**config.mk**
```make
export PLATFORM = sky130hd
export DESIGN_NAME = btn_debounce_pulse
export DESIGN_NICKNAME = d
export VERILOG_FILES = /design/src/rtl/btn_pkg.sv /design/src/rtl/sync2.sv /design/src/rtl/btn_debounce_pulse.sv
export SDC_FILE = /design/constraint.sdc
export NUM_CORES = 1
export LEC_CHECK = 0
export ABC_AREA = 0
export BUFFER_PORTS_ARGS = -buffer_cell sky130_fd_sc_hd__buf_4
export CORE_MARGIN = 2
export CORE_UTILIZATION = 30
export DETAILED_ROUTE_END_ITERATION = 8
export GPL_TIMING_DRIVEN = 0
export HOLD_SLACK_MARGIN = 0.12
export REMOVE_ABC_BUFFERS = 1
export SETUP_SLACK_MARGIN = 0.3
export SLEW_MARGIN = 20
export SYNTH_ARGS = -nofsm -noshare
export SYNTH_HDL_FRONTEND = slang
export SYNTH_SLANG_ARGS = --single-unit
```
**constraint.sdc**
```tcl
create_clock -name clk -period 2.4 [get_ports clk]
set_input_delay 0 -clock clk [delete_from_list [all_inputs] [get_ports clk]]
set_output_delay 0 -clock clk [all_outputs]
set_load 0.005 [all_outputs]
```
**src/rtl/btn_pkg.sv**
```systemverilog
// btn_pkg: shared FSM state type and default timing constants for button conditioning.
package btn_pkg;

    typedef enum logic [1:0] {RELEASED, PRESS_CHK, PRESSED, RELEASE_CHK} btn_state_t;

    localparam int BTN_STABLE_DEFAULT        = 1000000;
    localparam int BTN_REPEAT_DELAY_DEFAULT  = 25000000;
    localparam int BTN_REPEAT_PERIOD_DEFAULT = 5000000;

    function automatic int max3(input int a, input int b, input int c);
        int m;
        m = (a > b) ? a : b;
        return (m > c) ? m : c;
    endfunction

endpackage

```
**src/rtl/sync2.sv**
```systemverilog
// sync2: two-flop synchronizer with asynchronous active-low reset.
module sync2 (
    input  logic clk,
    input  logic reset,
    input  logic d,
    output logic q
);
    logic m;
    always_ff @(posedge clk or negedge reset)
        if (!reset) {q, m} <= 2'b00;
        else        {q, m} <= {m, d};
endmodule

```
**src/rtl/btn_debounce_pulse.sv**
```systemverilog
// btn_debounce_pulse: synchronize, debounce and edge-detect a raw button input.
// Define BTN_REPEAT_EN to add auto-repeat press pulses while the button is held.
module btn_debounce_pulse
    import btn_pkg::*;
#(
    parameter int STABLE_CYCLES = BTN_STABLE_DEFAULT,
    parameter int REPEAT_DELAY  = BTN_REPEAT_DELAY_DEFAULT,
    parameter int REPEAT_PERIOD = BTN_REPEAT_PERIOD_DEFAULT
) (
    input  logic clk,
    input  logic reset,
    input  logic btn_in,
    output logic btn_level,
    output logic press_pulse,
    output logic release_pulse
);
    localparam int CW = $clog2(max3(STABLE_CYCLES, REPEAT_DELAY, REPEAT_PERIOD)) + 1;
    localparam logic [CW-1:0] S_LAST = CW'(STABLE_CYCLES - 1);

    logic           sync_q;
    btn_state_t     state;
    logic [CW-1:0]  cnt;
    logic [CW-1:0]  cnt_inc;

    sync2 u_sync (.clk(clk), .reset(reset), .d(btn_in), .q(sync_q));

    assign cnt_inc = (&cnt) ? cnt : cnt + 1'b1;

`ifdef BTN_REPEAT_EN
    localparam logic [CW-1:0] D_LAST = CW'(REPEAT_DELAY - 1);
    localparam logic [CW-1:0] P_LAST = CW'(REPEAT_PERIOD - 1);
    logic [CW-1:0]  rpt_cnt;
    logic [CW-1:0]  rpt_inc;
    logic           rpt_first;
    logic           rpt_fire;
    assign rpt_inc  = (&rpt_cnt) ? rpt_cnt : rpt_cnt + 1'b1;
    // first repeat waits the full delay, later ones only the period
    assign rpt_fire = rpt_cnt == (rpt_first ? D_LAST : P_LAST);
`endif

    always_ff @(posedge clk or negedge reset) begin
        if (!reset) begin
            state         <= RELEASED;
            cnt           <= '0;
            btn_level     <= 1'b0;
            press_pulse   <= 1'b0;
            release_pulse <= 1'b0;
`ifdef BTN_REPEAT_EN
            rpt_cnt       <= '0;
            rpt_first     <= 1'b1;
`endif
        end else begin
            press_pulse   <= 1'b0;
            release_pulse <= 1'b0;
`ifdef BTN_REPEAT_EN
            rpt_cnt       <= '0;
            rpt_first     <= 1'b1;
`endif
            case (state)
                RELEASED:
                    if (sync_q) begin
                        state <= PRESS_CHK;
                        cnt   <= '0;
                    end
                PRESS_CHK:
                    if (!sync_q) begin
                        state <= RELEASED;
                        cnt   <= '0;
                    end else if (cnt == S_LAST) begin
                        state       <= PRESSED;
                        cnt         <= '0;
                        btn_level   <= 1'b1;
                        press_pulse <= 1'b1;
                    end else
                        cnt <= cnt_inc;
                PRESSED:
                    if (!sync_q) begin
                        state <= RELEASE_CHK;
                        cnt   <= '0;
                    end
`ifdef BTN_REPEAT_EN
                    else if (rpt_fire) begin
                        press_pulse <= 1'b1;
                        rpt_first   <= 1'b0;
                    end else begin
                        rpt_cnt   <= rpt_inc;
                        rpt_first <= rpt_first;
                    end
`endif
                RELEASE_CHK:
                    if (sync_q) begin
                        state <= PRESSED;
                        cnt   <= '0;
                    end else if (cnt == S_LAST) begin
                        state         <= RELEASED;
                        cnt           <= '0;
                        btn_level     <= 1'b0;
                        release_pulse <= 1'b1;
                    end else
                        cnt <= cnt_inc;
                default: begin
                    state <= RELEASED;
                    cnt   <= '0;
                end
            endcase
        end
    end
endmodule
```
==> key figures, run 1 <==
Global route
  • Vias in the first global route: 1632
  • Global Route Usage Sum: 0.143
  • Largest net degree at the start of global routing: 34
  • Grt total ovfl: 0
  • Antenna violations before repair: 0
  • First-pass GRT wire length: 8120 µm

CTS
  • Clock Tree Buf Depth: 2
  • Worst-Skew Late Latency: 0.29 ns
  • Clock tree sinks: 33
  • CTS clk-pin slew, worst paths: 0.07 ns
  • Clock tree from TritonCTS: yes
  • Total CTS buffers: 5
  • CTS Root Cell: clkbuf_8
  • H-tree Lvls: 2

Status
  • Status: complete, no violations

Synthesis
  • Leading area contributor after synthesis: dfrtp_1
  • Distinct cells, synth: 41
  • Synth warn: 0
  • Flops & latches, synth: 33
  • Number of flops mapped to enable cells by yosys: 0
  • Prevailing post-synth register cell: dfrtp_1
  • Main area contributors after synthesis: dfrtp_1, a31oi_1, nand2_1, o211ai_1, nand3_1
  • Sequential-to-total area share from yosys stat: 0.435
  • Synth async-reset ratio: 1.00
  • Post-Synthesis Cells: 215
  • Post-synthesis instance area: 0.00190 mm²
  • Avg Cell Area, Syn: 8.82 µm²
  • Synth top area share: 0.435

Timing
  • RSZ-0062 raised after global routing: yes
  • Max_slew headroom: 0.351
  • Setup WS post-layout: 0.398 ns
  • Final Hold Fails: 0
  • Worst slew pin tran: 0.970 ns
  • Skew final: 0.00690 ns
  • Max-slew violations: 0
  • Crit path time final: 2.00 ns
  • Period utilization: 0.834
  • Final hold slack: 0.194 ns
  • Setup violations, final: 0
  • Max frequency: 0.500 GHz

Final layout
  • FILL cells: 625
  • # diodes: 0
  • Area grow syn2layout: 18.1%
  • Post-layout util: 0.372
  • Share of cells above drive strength 1: 0.170
  • Nets: 227

Worst setup path
  • Flop2flop setup slack: 0.40 ns
  • Crit path largest cell delay: 0.52 ns
  • Most common cell on crit path: or3_4
  • R2R cell count: 5
  • CP required: 2.61 ns
  • Worst r2r dst: cnt[6]
  • WS Path Type: reg -> reg
  • Slowest library cell on the worst path: or3_4
  • Worst r2r src: cnt[11]
  • Startpoint Class: flip-flop
  • Critical Path AT: 2.21 ns
  • Crit path max fanout: 11
  • Crit. End Element: flip-flop
  • Crit-path cells: nand4_1 -> or3_4 -> or3_4 -> a21o_1 -> a31oi_1

Floorplanning
  • Die area: 0.00697 mm²
  • Number of core rows: 28
  • CORE AREA: 0.00603 mm²
  • Chip height: 83.5 µm
  • Top Ports: 6
  • Die width: 83.5 µm
  • Initial Utilization: 0.315

Place
  • GPL Wtd Cong: 0.828
  • DP HPWL: 3090 µm
  • Worst slack at placement: -0.0624 ns
  • PortBufs: 5

Route
  • First DRT Iteration DRCs: 130
  • Antenna viol nets, final: 0
  • Via-to-Cell Ratio: 5.85
  • Drt wl/cell: 15.8 µm
  • DRT Wirelength: 4740 µm
  • DR pass1 iterations: 4
  • Vias: 1749
  • DR DRC count: 0

Hold path
  • Hold crit path type: in -> async

Pwr
  • Leakage power: 0.869 nW
  • Total chip power: 1.10 mW
  • PD cells: 490 mW/mm²
  • Peak supply drop: 335 µV

Run
  • Max_cap viols: 0
synth_stat cells, types with 7 or more instances:
cell type and n:
or4_1 7, dfrtp_1 33, nand3_1 15, a21oi_1 12
nor3_1 7, clkbuf_1 10, o21ai_0 12, o211ai_1 11
nand2_1 23, nor2_1 9, a31oi_1 15
placed cells by master (no fill, tap or decap), drive strengths merged, types with 4 or more instances in the layout:
cell    instances
a41oi           5
nand4           4
nor3            8
nor2            9
o211ai         11
or4             7
nand2          23
buf            11
inv             5
a21oi          12
o21ai          13
a31oi          15
clkbuf          8
a21o            5
dfrtp          33
nand3          15
and4            4
where the power goes:
part	leakage (nW)	internal [mW]	switching [mW]
registers	0.445	0.573	0.0205
logic	0.385	0.0454	0.0571
clock network	0.0395	0.206	0.196
critical path, delay by kind of cell (launching register included):
family	cells	cell delay, ns
and+or+nand+nor	3	1.16
DFF	1	0.43
AOI/OAI and AO/OA	2	0.34
area by class of cell:
cell class | count | area (µm²) | share of cell area
Timing Repair Buffer | 13 | 123 | 0.0547
Multi-Input combinational cell | 165 | 1090 | 0.489
Tap cell | 75 | 93.8 | 0.0419
Sequential cell | 33 | 831 | 0.371
Inverter | 5 | 18.8 | 0.00838
Clock buffer | 8 | 80.1 | 0.0357
registers in the layout, summed over array words and instances (netlist names), named ones only:
signal         cells
state              1
release_pulse      1
btn_level          1
press_pulse        1
u_sync.q           1
cnt               26
u_sync.m           1
layer usage:
metal | wire (µm) | GRT usage | share of wire | up-vias
met5 | 0 | 0 | 0 | -
met4 | 123 | 0.0660 | 0.026 | 0
met3 | 197 | 0.0208 | 0.042 | 11
met2 | 2160 | 0.230 | 0.45 | 38
met1 | 2260 | 0.190 | 0.48 | 849
li1 | - | - | - | 851
logic make-up (layout without fill, tap and decap cells):
| kind of cell | count (synthesis) | count (layout) | share of synthesized area |
|---|---|---|---|
| fa+ha+maj | 1 | 1 | 0.00660 |
| buf+inv | 18 | 26 | 0.0409 |
| simple gates | 91 | 92 | 0.266 |
| mux | 1 | 1 | 0.00594 |
| compound gates | 70 | 70 | 0.241 |
| xor+xnor | 1 | 1 | 0.00462 |
| flops | 33 | 33 | 0.435 |
per-stage QoR:
step | instance area, µm² | cells | TNS (ns)
after floorplan | 1840 | 202 | -4.06
after global placement | 1970 | 282 | -22.49
after detailed placement | 2010 | 283 | -0.0913
after CTS | 2160 | 294 | 0
after global routing | 2240 | 299 | 0
final | 2240 | 299 | 0
how the worst max path moves through the flow:
stage,to,startpoint,slack (ns),depth (start not counted)
floorplan,cnt[7],cnt[0],-0.25,6
global placement,cnt[10],cnt[0],-1.09,6
detailed placement,cnt[18],cnt[0],-0.06,6
CTS,cnt[1],cnt[0],0.31,7
global route,cnt[1],cnt[4],0.28,5
finish,cnt[6],cnt[11],0.40,5
what timing repair did:
action	CTS	global route
endpoints found under the setup margin	28	23
hold buffers	2	0
resized for setup	10	12
gates cloned	0	1
hold endpoints to repair	34	0
pin swaps	0	2
setup buffers	1	4
(Power assumes the default switching activity.)
==> run 2: changes to the inputs <==
==> constraint.sdc (replaced) <==
create_clock -name clk -period 1.8 [get_ports clk]
set_input_delay 0 -clock clk [delete_from_list [all_inputs] [get_ports clk]]
set_output_delay 0 -clock clk [all_outputs]
set_load 0.005 [all_outputs]
==> run 2 against run 1 <==
  * Flip-flop and latch count unchanged
  * Clock power up 35%
  * Cell count is 22% higher
  * Worst setup slack got worse by 0.62 ns
  * Hold slack got worse by 0.0024 ns
  * Final area grew 43%
  * Clock-buffer cell count unchanged
  * The run now ends with setup timing left
  * Maximum frequency decreased by 0.95%
==> key figures, run 2 (synthesis gave the netlist of run 1 again) <==
Floorplanning
  • Die width: 83.5 µm (unchanged)
  • Initial Utilization: 0.315 (unchanged)
  • Chip height: 83.5 µm (unchanged)
  • Number of core rows: 28 (unchanged)
  • CORE AREA: 0.00603 mm² (unchanged)
  • Die area: 0.00697 mm² (unchanged)
  • Top Ports: 6 (unchanged)

CTS
  • H-tree Lvls: 2 (unchanged)
  • Total CTS buffers: 5 (unchanged)
  • Worst-Skew Late Latency: 0.29 ns (about the same)
  • Clock tree sinks: 33 (unchanged)
  • Clock Tree Buf Depth: 2 (unchanged)
  • CTS Root Cell: clkbuf_8
  • Clock tree from TritonCTS: yes
  • CTS clk-pin slew, worst paths: 0.07 ns (about the same)

Pwr
  • Clock share of power: 0.349 (-0.017)
  • Net switching fraction of the power: 0.263 (+0.0141)
  • Internal power component: 1.15 mW (+39%)
  • Total chip power: 1.56 mW (+42%)
  • Leakage power: 1.32 nW (+52%)
  • P_sw: 0.409 mW (+50%)
  • Peak supply drop: 480 µV (+43%)
  • PD cells: 484 mW/mm² (-1.1%)
  • Part of the power in registers: 0.510 (-0.031)
  • Comb power frac: 0.141 (+0.048)

Timing
  • Period utilization: 1.12 (+0.289)
  • Max_slew headroom: 0.482 (+0.131)
  • Skew final: 0.00717 ns (+0.000272 ns)
  • Final Hold Fails: 0 (unchanged)
  • Max frequency: 0.495 GHz (-0.95%)
  • Final hold slack: 0.192 ns (-0.00239 ns)
  • Setup WS post-layout: -0.221 ns (-0.619 ns)
  • Setup violations, final: 29 (+29)
  • Crit path time final: 2.02 ns (+0.0192 ns)
  • RSZ-0062 raised after global routing: yes
  • Worst slew pin tran: 0.777 ns (-0.194 ns)
  • Max-slew violations: 0 (unchanged)

Worst setup path
  • Startpoint Class: flip-flop
  • CP required: 1.95 ns (-0.66 ns)
  • WS Path Type: reg -> reg
  • Critical Path AT: 2.18 ns (-0.03 ns)
  • Crit path max fanout: 9 (-2)
  • Crit. End Element: flip-flop

Status
  • Status: finished, violations left
  • Failing checks: setup timing

Global route
  • Grt total ovfl: 0 (unchanged)
  • Antenna violations before repair: 0 (unchanged)
  • Global Route Usage Sum: 0.178 (+0.0351)
  • Largest net degree at the start of global routing: 34 (unchanged)
  • First-pass GRT wire length: 10100 µm (+24%)
  • Vias in the first global route: 1998 (+22%)

Final layout
  • Largest register FFs: 26 (unchanged)
  • Commonest non-fill, non-tap cell in the layout: buf_4
  • Share of cells above drive strength 1: 0.519 (+0.349)
  • Area grow syn2layout: 69.3%
  • Commonest cells after routing, fill and taps aside: buf_4, dfrtp_1, buf_6, nand2_1
  • Biggest register: cnt
  • Nets: 292 (+29%)
  • # diodes: 0 (unchanged)

Place
  • GPL Wtd Cong: 0.828 (unchanged)
  • DP HPWL: 3090 µm (unchanged)
  • PortBufs: 5 (unchanged)

Route
  • DR pass1 iterations: 5 (+1)
  • Antenna viol nets, final: 0 (unchanged)
  • First DRT Iteration DRCs: 240 (+85%)
  • Drt wl/cell: 20.5 µm (+30%)
  • Via-to-Cell Ratio: 6.25 (+6.8%)
  • DR DRC count: 0 (unchanged)
  • DRT Wirelength: 7480 µm (+58%)
  • Vias: 2274 (+30%)

Hold path
  • Hold crit path type: in -> async

Run
  • Max_cap viols: 0 (unchanged)
-- run 2: cell count changes in the layout (fill, tap and decap cells not counted), moves of 5 or more --
cell and change:
buf_4 +36, buf_6 +21, dfrtp_1 -8, dfrtp_2 +8
o21ai_0 -8, a21oi_1 -6, a21oi_2 +5
-- run 2: final cells by class --
cell class	instances	area, µm²
multi-input cells	167	1430
repair buffers	76	752
flip-flops and latches	33	841
inverters	5	18.8
well taps	75	93.8
fillers	487	2810
clock buffers	8	80.1
-- run 2: worst paths after layout --
kind	slack, ns	to	cells after the start	startpoint
max in group asynchronous	1.28	cnt[16]	2	reset
worst max register to register	-0.22	cnt[23]	7	cnt[16]
min in group clk	0.36	u_sync.q	0	u_sync.m
worst min-delay path	0.19	cnt[3]	2	reset
worst max-delay path	-0.22	cnt[23]	7	cnt[16]
worst min register to register	0.36	u_sync.q	0	u_sync.m
-- run 2: through the flow --
step           cells  setup TNS [ns]   util  setup WS [ns]  instance area [µm²]
2_1_floorplan    202          -18.05      -         -0.851                 1840
3_3_place_gp     282          -37.97  0.327          -1.69                 1970
3_5_place_dp     283          -14.15  0.333         -0.662                 2010
4_1_cts          338          -0.778  0.467         -0.136                 2810
5_1_grt          364           -4.59  0.533         -0.307                 3210
6_report         364           -3.42  0.533         -0.221                 3210
-- run 2: what timing repair did --
action,CTS,global route
pin swaps,25,31
endpoints found under the hold margin,34,0
cloned,4,2
hold buffers,2,0
buffers inserted,41,24
gates resized for setup,80,43
setup endpoints to repair,31,31
-- run 2: per-layer routing --
metal / routed length, µm / track usage
met4: 367 / 0.0968
met5: 0 / 0
met1: 2910 / 0.239
met2: 3650 / 0.279
met3: 548 / 0.0237
-- run 2: worst max-delay path: stages, from the launching register on --
cell	delay, ns
dfrtp_2	0.43
nand4_1	0.18
or4b_4	0.57
buf_4	0.16
nor3_4	0.15
buf_12	0.15
or3_1	0.14
o211ai_1	0.11
-- run 2: power by group through the flow --
stage / sequential [mW] / combinational, mW / clock (mW)
floorplan: 0.797 / 0.0659 / 0
global placement: 0.803 / 0.102 / 0
detailed placement: 0.804 / 0.111 / 0
CTS: 0.792 / 0.191 / 0.554
global route: 0.797 / 0.241 / 0.584
finish: 0.793 / 0.219 / 0.543
==> run 3: changes to the inputs <==
==> constraint.sdc (replaced) <==
create_clock -name clk -period 2.6 [get_ports clk]
set_input_delay 0 -clock clk [delete_from_list [all_inputs] [get_ports clk]]
set_output_delay 0 -clock clk [all_outputs]
set_load 0.005 [all_outputs]
==> run 3 against run 2 <==
  * The flow now finishes without violations
  * Clock power is 31% lower
  * Via count is 24% lower
  * Register-to-register slack improved by 0.73 ns
  * Clock skew about the same
  * Sequential share of layout area increased by 12 points
  * Power down 36%
  * First-iteration DRC count is 54% lower
  * Global-route usage decreased by 3.6 points
  * Critical endpoint is now cnt[6]
  * Largest cell class unchanged
==> key figures, run 3 (synthesis gave the netlist of run 1 again) <==
Worst setup path
  • Crit. End Element: flip-flop
  • Critical Path AT: 2.30 ns (+0.12 ns)
  • CP required: 2.81 ns (+0.86 ns)
  • Crit path max fanout: 7 (-2)
  • Worst r2r src: cnt[16]
  • Critical path origin: cnt[16]
  • Flop2flop setup slack: 0.51 ns (+0.73 ns)
  • WS Path Type: reg -> reg
  • Startpoint Class: flip-flop

Status
  • Status: complete, no violations

Floorplanning
  • Chip height: 83.5 µm (unchanged)
  • CORE AREA: 0.00603 mm² (unchanged)
  • Number of core rows: 28 (unchanged)
  • Die area: 0.00697 mm² (unchanged)
  • Initial Utilization: 0.315 (unchanged)
  • Die width: 83.5 µm (unchanged)
  • Top Ports: 6 (unchanged)

Route
  • DR DRC count: 0 (unchanged)
  • Vias: 1718 (-24%)
  • Met2 routed WL: 2230 µm (-39%)
  • Drt wl/cell: 15.8 µm (-23%)
  • Met1 Wirelength: 2190 µm (-25%)
  • Uppermost layer routed: met4
  • Via-to-Cell Ratio: 5.84 (-6.5%)
  • First DRT Iteration DRCs: 110 (-54%)
  • DR pass1 iterations: 4 (-1)
  • Met3 routed WL: 143 µm (-74%)
  • DRT Wirelength: 4650 µm (-38%)
  • Antenna viol nets, final: 0 (unchanged)

Final layout
  • Area grow syn2layout: 14.4%
  • Post-layout util: 0.360 (-0.173)
  • Nets: 222 (-24%)
  • Commonest non-fill, non-tap cell in the layout: dfrtp_1
  • Register area: 826 µm² (-1.8%)
  • Share of cells above drive strength 1: 0.114 (-0.405)
  • FILL cells: 634 (+30%)
  • # diodes: 0 (unchanged)
  • Largest register FFs: 26 (unchanged)
  • Commonest cells after routing, fill and taps aside: dfrtp_1, nand2_1, a31oi_1, nand3_1, o21ai_0
  • Multi-input logic area: 0.00106 mm² (-26%)
  • Non-filler cells, final: 294 (-19%)
  • Biggest register: cnt

Global route
  • Grt total ovfl: 0 (unchanged)
  • Global Route Usage Sum: 0.142 (-0.0362)
  • Antenna violations before repair: 0 (unchanged)
  • Largest net degree at the start of global routing: 34 (unchanged)
  • Vias in the first global route: 1636 (-18%)
  • First-pass GRT wire length: 8100 µm (-20%)

Timing
  • Max_slew headroom: 0.338 (-0.144)
  • Worst slew pin tran: 0.990 ns (+0.213 ns)
  • Crit path time final: 2.09 ns (+0.0670 ns)
  • Max-slew violations: 0 (unchanged)
  • Setup violations, final: 0 (-100%)
  • Max frequency: 0.479 GHz (-3.2%)
  • Skew final: 0.00699 ns (-0.000174 ns)
  • Period utilization: 0.803 (-0.320)
  • Final Hold Fails: 0 (unchanged)
  • RSZ-0062 raised after global routing: no
  • Setup TNS: 0 ns (+3.42 ns)

CTS
  • Total CTS buffers: 5 (unchanged)
  • Worst-Skew Late Latency: 0.29 ns (about the same)
  • H-tree Lvls: 2 (unchanged)
  • Clock tree from TritonCTS: yes
  • Clock Tree Buf Depth: 2 (unchanged)
  • Clock tree sinks: 33 (unchanged)
  • CTS Root Cell: clkbuf_8
  • CTS clk-pin slew, worst paths: 0.06 ns (about the same)

Place
  • PortBufs: 5 (unchanged)
  • GPL Wtd Cong: 0.828 (unchanged)
  • DP HPWL: 3090 µm (unchanged)
  • Placed cell count: 283 (unchanged)

Pwr
  • Leakage power: 0.841 nW (-36%)
  • Peak supply drop: 284 µV (-41%)
  • PD cells: 461 mW/mm² (-4.9%)
  • Total chip power: 1.00 mW (-36%)

Hold path
  • Hold crit path type: in -> async

Run
  • Max_cap viols: 0 (unchanged)
run 3: cell types whose count changed in the layout (fill, tap and decap cells not counted), sizes merged:
cell	change
buf	-66
a21o	-1
clkbuf	-1
or2	-1
or3	-1
run 3: through the flow:
step	cell area, µm²	setup slack (ns)	hold WS, ns
finish	2170	0.512	0.199
floorplan	1840	-0.0508	-0.296
global placement	1970	-0.892	-0.0299
detailed placement	2010	0.138	-0.0238
CTS	2120	0.305	0.204
global route	2170	0.346	0.248
run 3: power breakdown:
group | switching, mW | total (mW) | internal (mW)
Sequential | 0.0189 | 0.548 | 0.529
Combinational | 0.0471 | 0.0786 | 0.0315
Clock | 0.184 | 0.374 | 0.190
run 3: routing by layer:
layer  track usage  vias up
met5             0        -
met4        0.0689        0
met3        0.0208        9
met2         0.226       40
met1         0.189      828
li1              -      841
run 3: final timing paths:
| path | depth (start not counted) | endpoint |
|---|---|---|
| setup / recovery | 5 | cnt[6] |
| hold / removal | 2 | cnt[1] |
| setup reg to reg | 5 | cnt[6] |
| hold reg to reg | 0 | u_sync.q |
| max in group asynchronous | 2 | press_pulse |
| min in group clk | 0 | u_sync.q |
run 3: area by class of cell:
cell class	count	share of cell area
inverters	5	0.00865
clock buffers	8	0.0369
repair buffers	9	0.0427
multi-input cells	164	0.488
well taps	75	0.0432
flip-flops and latches	33	0.380
run 3: what timing repair did:
item	CTS	global route
pin swaps	0	1
resized for setup	2	9
setup endpoints to repair	17	20
setup buffers	0	1
hold buffers	2	0
endpoints found under the hold margin	34	0
run 3: critical path, cell delays in order, from the launching register on:
cell,delay (ns)
dfrtp_1,0.45
nand4_1,0.19
or4b_1,0.61
or3_4,0.42
a21o_1,0.19
a31oi_1,0.15
